**src/rtl/multicycle_ctrl.sv**
```systemverilog
// multicycle_ctrl: control FSM for a multicycle RV32I-style datapath.
// Walks each instruction through FETCH/DECODE/EXEC/MEM/WB and drives
// the datapath strobes from the current state, the opcode and the acks.
// Optional feature: define ILLEGAL_TRAP_EN to trap on unknown opcodes
// (sticky illegal flag, TRAP state left only by reset). Without it,
// unknown opcodes retire as NOPs and illegal is tied low.
module multicycle_ctrl (
    input  logic        clk,
    input  logic        rst_n,
    input  logic [31:0] instr,
    input  logic        imem_ack,
    input  logic        dmem_ack,
    input  logic        branch_taken,
    output logic        imem_req,
    output logic        dmem_req,
    output logic        dmem_we,
    output logic        ir_we,
    output logic        pc_we,
    output logic [1:0]  pc_src,
    output logic [2:0]  imm_type,
    output logic        alu_src_b,
    output logic        rf_we,
    output logic [1:0]  wb_sel,
    output logic [2:0]  state,
    output logic        illegal
);

    typedef enum logic [2:0] {
        S_IDLE   = 3'd0,
        S_FETCH  = 3'd1,
        S_DECODE = 3'd2,
        S_EXEC   = 3'd3,
        S_MEM    = 3'd4,
        S_WB     = 3'd5,
        S_TRAP   = 3'd6
    } state_e;

    typedef enum logic [3:0] {
        OP_R      = 4'd0,
        OP_IALU   = 4'd1,
        OP_LOAD   = 4'd2,
        OP_STORE  = 4'd3,
        OP_BRANCH = 4'd4,
        OP_JAL    = 4'd5,
        OP_JALR   = 4'd6,
        OP_LUI    = 4'd7,
        OP_AUIPC  = 4'd8,
        OP_BAD    = 4'd9
    } op_class_e;

    // Immediate format codes as seen by the immediate generator.
    localparam logic [2:0] IMM_I = 3'd0;
    localparam logic [2:0] IMM_S = 3'd2;
    localparam logic [2:0] IMM_B = 3'd3;
    localparam logic [2:0] IMM_U = 3'd4;
    localparam logic [2:0] IMM_J = 3'd5;
    localparam logic [2:0] IMM_R = 3'd6;

    state_e    state_q;
    state_e    state_d;
    op_class_e op_class;
    logic [2:0] imm_sel;
    logic       unused_instr_bits;

    // Only the opcode field steers control; the rest belongs to the datapath.
    assign unused_instr_bits = ^instr[31:7];

    // Classify the opcode and pick its immediate format.
    always_comb begin
        op_class = OP_BAD;
        imm_sel  = IMM_R;
        case (instr[6:0])
            7'b0110011: begin op_class = OP_R;      imm_sel = IMM_R; end
            7'b0010011: begin op_class = OP_IALU;   imm_sel = IMM_I; end
            7'b0000011: begin op_class = OP_LOAD;   imm_sel = IMM_I; end
            7'b0100011: begin op_class = OP_STORE;  imm_sel = IMM_S; end
            7'b1100011: begin op_class = OP_BRANCH; imm_sel = IMM_B; end
            7'b1101111: begin op_class = OP_JAL;    imm_sel = IMM_J; end
            7'b1100111: begin op_class = OP_JALR;   imm_sel = IMM_I; end
            7'b0110111: begin op_class = OP_LUI;    imm_sel = IMM_U; end
            7'b0010111: begin op_class = OP_AUIPC;  imm_sel = IMM_U; end
            default:    begin op_class = OP_BAD;    imm_sel = IMM_R; end
        endcase
    end

`ifdef ILLEGAL_TRAP_EN
    logic illegal_q;
    logic illegal_d;

    // Sticky illegal flag, cleared only by reset.
    always_ff @(posedge clk) begin
        if (!rst_n) begin
            illegal_q <= 1'b0;
        end else begin
            illegal_q <= illegal_d;
        end
    end

    assign illegal = illegal_q;
`else
    assign illegal = 1'b0;
`endif

    // State register; reset wins over any in-flight fetch or memory access.
    always_ff @(posedge clk) begin
        if (!rst_n) begin
            state_q <= S_IDLE;
        end else begin
            state_q <= state_d;
        end
    end

    // Next-state and strobe decode; every output defaults to idle values.
    always_comb begin
        state_d   = state_q;
        imem_req  = 1'b0;
        dmem_req  = 1'b0;
        dmem_we   = 1'b0;
        ir_we     = 1'b0;
        pc_we     = 1'b0;
        pc_src    = 2'd0;
        imm_type  = IMM_R;
        alu_src_b = 1'b0;
        rf_we     = 1'b0;
        wb_sel    = 2'd0;
`ifdef ILLEGAL_TRAP_EN
        illegal_d = illegal_q;
`endif
        case (state_q)
            S_IDLE: begin
                state_d = S_FETCH;
            end
            S_FETCH: begin
                imem_req = 1'b1;
                if (imem_ack) begin
                    ir_we   = 1'b1;
                    pc_we   = 1'b1;
                    pc_src  = 2'd0;
                    state_d = S_DECODE;
                end
            end
            S_DECODE: begin
                imm_type = imm_sel;
                if (op_class != OP_BAD) begin
                    state_d = S_EXEC;
                end else begin
`ifdef ILLEGAL_TRAP_EN
                    state_d   = S_TRAP;
                    illegal_d = 1'b1;
`else
                    state_d = S_FETCH;
`endif
                end
            end
            S_EXEC: begin
                imm_type  = imm_sel;
                alu_src_b = !((op_class == OP_R) || (op_class == OP_BRANCH));
                case (op_class)
                    OP_LOAD, OP_STORE: begin
                        state_d = S_MEM;
                    end
                    OP_BRANCH: begin
                        pc_we   = branch_taken;
                        pc_src  = 2'd1;
                        state_d = S_FETCH;
                    end
                    OP_JAL: begin
                        pc_we   = 1'b1;
                        pc_src  = 2'd1;
                        state_d = S_WB;
                    end
                    OP_JALR: begin
                        pc_we   = 1'b1;
                        pc_src  = 2'd2;
                        state_d = S_WB;
                    end
                    default: begin
                        state_d = S_WB;
                    end
                endcase
            end
            S_MEM: begin
                imm_type = imm_sel;
                dmem_req = 1'b1;
                dmem_we  = (op_class == OP_STORE);
                if (dmem_ack) begin
                    state_d = (op_class == OP_STORE) ? S_FETCH : S_WB;
                end
            end
            S_WB: begin
                imm_type = imm_sel;
                rf_we    = 1'b1;
                if (op_class == OP_LOAD) begin
                    wb_sel = 2'd1;
                end else if ((op_class == OP_JAL) || (op_class == OP_JALR)) begin
                    wb_sel = 2'd2;
                end else begin
                    wb_sel = 2'd0;
                end
                state_d = S_FETCH;
            end
            S_TRAP: begin
`ifdef ILLEGAL_TRAP_EN
                state_d = S_TRAP;
`else
                state_d = S_IDLE;
`endif
            end
            default: begin
                state_d = S_FETCH;
            end
        endcase
    end

    // The unused encoding 7 is reported as IDLE, matching how it behaves.
    assign state = (state_q == 3'd7) ? 3'd0 : state_q;

endmodule

```
**config.mk**
```make
export PLATFORM = sky130hd
export DESIGN_NAME = multicycle_ctrl
export DESIGN_NICKNAME = d
export VERILOG_FILES = /design/src/rtl/multicycle_ctrl.sv
export SDC_FILE = /design/constraint.sdc
export NUM_CORES = 1
export LEC_CHECK = 0
export CORE_AREA = 10 10 60 50
export CTS_CLUSTER_SIZE = 25
export DETAILED_ROUTE_END_ITERATION = 6
export DIE_AREA = 0 0 70 60
export PLACE_DENSITY = 0.85
export SYNTH_ARGS = -nofsm -noshare
export SYNTH_HDL_FRONTEND = slang
export SYNTH_SLANG_ARGS = --single-unit
```
**constraint.sdc**
```tcl
create_clock -name clk -period 3.7 [get_ports clk]
set_input_delay 0.555 -clock clk [delete_from_list [all_inputs] [get_ports clk]]
set_output_delay 0.555 -clock clk [all_outputs]
set_load 0.05 [all_outputs]
```
==> out/metrics.cfg <==
[layout]
layout.cells.non_filler = 125
largest_registers = state_q: 3 flops
seq_area_sq_um = 60.1
fin_nets = 139
final_common_cell = clkdlybuf4s50_1
fill_cells = 191
area_delta_synth_final_pct = 51.8
multiInputGateArea_sq_um = 430
top_register = state_q
drive_gt1_share_pct = 7.92
largest_reg_flops = 3
mostFrequentLayoutCells = clkdlybuf4s50_1, nor2_1, nand2_1, nor2b_1
antenna_cells = 0

[clock_network]
path_clk_slew_ns = 0.04
clock_latency_ns = 0.24
clk_path_buf_depth = 2
h-tree-depth = 1
cts_tree = yes
cts_buffers = 3
postCtsSetupBuffers = 0
cts.sinks = 3
hold_buffers = 0
root_buffer = clkbuf_4
cts_resized = 0

[route]
wl_met1_um = 946
vias_per_cell = 5.22
ant_nets = 0
route.vias.total = 653
drt_iter0_drc = 5
drt_first_pass_iters = 4
wl_met3_um = 132
top_layer_used = met3
wl_met2_um = 886
post-route-drc-count = 0
totalWireLength_um = 1970
wl_per_cell_um = 15.7

[synth]
syn_nets = 115
synth_cell_type_count = 39
yosysWarnings = 0
synth-seq-area-share_pct = 11.0
synth-seq-cells = 3
avgSynthCellArea_sq_um = 6.99
syn_inst = 78
syn_area_sq_um = 546
synthFlopType = dfxtp_1
synth_edf_count = 0
synthArstFlopShare_pct = 0

[global_route]
gr-total-overflow = 0
grt_pass1_wl_um = 3060
grt_max_degree = 16
grt_usage_pct = 8.55
antenna_found_initial = 0
grt_pass1_vias = 664

[floorplan]
start_util_pct = 28.8
die_h_um = 60
core_area_sq_mm = 0.00189
die_width_um = 70
rows = 14
ioPinCount = 55
die-area_sq_mm = 0.00420

[hold_path]
hold_class = flip-flop to flip-flop

[sta]
setup_violations = 0
tns_ns = 0
slew_headroom_pct = 65.3
fin_crit_ns = 3.33
finalHoldViolations = 0
timing.final.crit_share_pct = 90.1
drv_slew = 0
fmax_mhz = 300
rsz0062_at_grt = no
worst_pin_slew_ns = 0.519
skew_ns = 0.00690

[setup_path]
reg2reg_depth = 3
timing.rr.end = state_q[2]
crit_path_start = instr[2]
rrSetupSlack_ns = 2.31
crit_type = primary input to output port
critPathRequiredTime_ns = 3.14
arrival_ns = 2.78
r2r-start = state_q[2]
critPathCaptureType = output port
crit_path_start_kind = primary input
path_max_fanout = 15
endpoint = dmem_we

[pwr]
switching_power_mw = 0.0681
switching_share_pct = 39.3
clock_power_share_pct = 35.1
power_frac_comb_pct = 42.7
p_seq_share_pct = 22.3
p_per_area_mw_per_mm2 = 209
p_leak_nw = 0.283
vdd_drop_max_v = 0.000114
internal-power_mw = 0.105

[place]
hpwl_um = 1480
dpl.cell_count = 121
gp_congestion = 0.788
port_buffers = 28

[run]
maxCapViolCount = 0

[status]
status = complete, no violations

-- power groups by stage --
stage,logic (mW),registers [mW],clock network [mW]
final,0.0739,0.0386,0.0608
after detailed placement,0.0732,0.0389,0
after floorplan,0.0525,0.0353,0
after global routing,0.0791,0.0392,0.0622
after global placement,0.0716,0.0385,0
after CTS,0.0740,0.0384,0.0606
-- worst min-delay path by stage --
| stage | endpoint | start | slack (ns) | cells past startpoint |
|---|---|---|---|---|
| 2_1_floorplan | state_q[1] | state_q[0] | 0.62 | 4 |
| 3_3_place_gp | state_q[1] | state_q[1] | 0.63 | 2 |
| 3_5_place_dp | state_q[1] | state_q[1] | 0.68 | 2 |
| 4_1_cts | state_q[1] | state_q[1] | 0.69 | 2 |
| 5_1_grt | state_q[1] | state_q[1] | 0.76 | 2 |
| 6_report | state_q[1] | state_q[1] | 0.72 | 2 |
-- cells in the mapped netlist, drive strengths merged (2+ instances only) --
cell type  instances  area [sq um]
buf                7          43.8
nor2               7          26.3
nand2              5          18.8
nor2b              5          31.3
and2               4          25.0
nor3               4          20.0
a21boi             3          22.5
dfxtp              3          60.1
nand2b             3          18.8
nand3              3          15.0
o21ai              3          15.0
and3b              2          17.5
and4               2          17.5
clkbuf             2          7.51
nand4              2          12.5
xor2               2          17.5
-- worst max-delay path, cell delays in order --
cell,delay (ns)
clkdlybuf4s50_1,0.64
nor2_1,0.35
nand3_1,0.18
nor3_1,0.21
clkdlybuf4s50_1,0.84
-- metrics by stage --
stage | setup WS [ns] | power (mW) | hold slack, ns | instance area, sq um | util [%]
after floorplan | 0.437 | 0.0878 | 0.623 | 546 | -
after global placement | 0.449 | 0.110 | 0.634 | 802 | 42.4
after detailed placement | 0.374 | 0.112 | 0.677 | 802 | 42.4
after CTS | 0.374 | 0.173 | 0.693 | 828 | 43.8
after global routing | 0.222 | 0.180 | 0.757 | 828 | 43.8
final | 0.365 | 0.173 | 0.722 | 828 | 43.8
-- cells by family after synthesis --
| group | after synthesis | synth area share, % |
|---|---|---|
| XOR/XNOR | 3 | 4.82 |
| AO/OA/AOI/OAI | 17 | 25.2 |
| other | 1 | 0.687 |
| AND/OR/NAND/NOR | 44 | 48.2 |
| flip-flops | 3 | 11.0 |
| buffers and inverters | 10 | 10.1 |
-- layer usage --
layer	vias up	GRT usage, %
met5	-	0
met4	0	2.53
met3	0	1.99
met2	28	14.3
met1	295	10.7
li1	330	-
-- layout make-up --
class                           instances  area share [%]
Clock buffer                            4            3.17
Inverter                                1           0.453
Multi-Input combinational cell         65            52.0
Sequential cell                         3            7.25
Tap cell                               24            3.63
Timing Repair Buffer                   28            33.5
No activity file was read; power rests on OpenSTA's default activity.
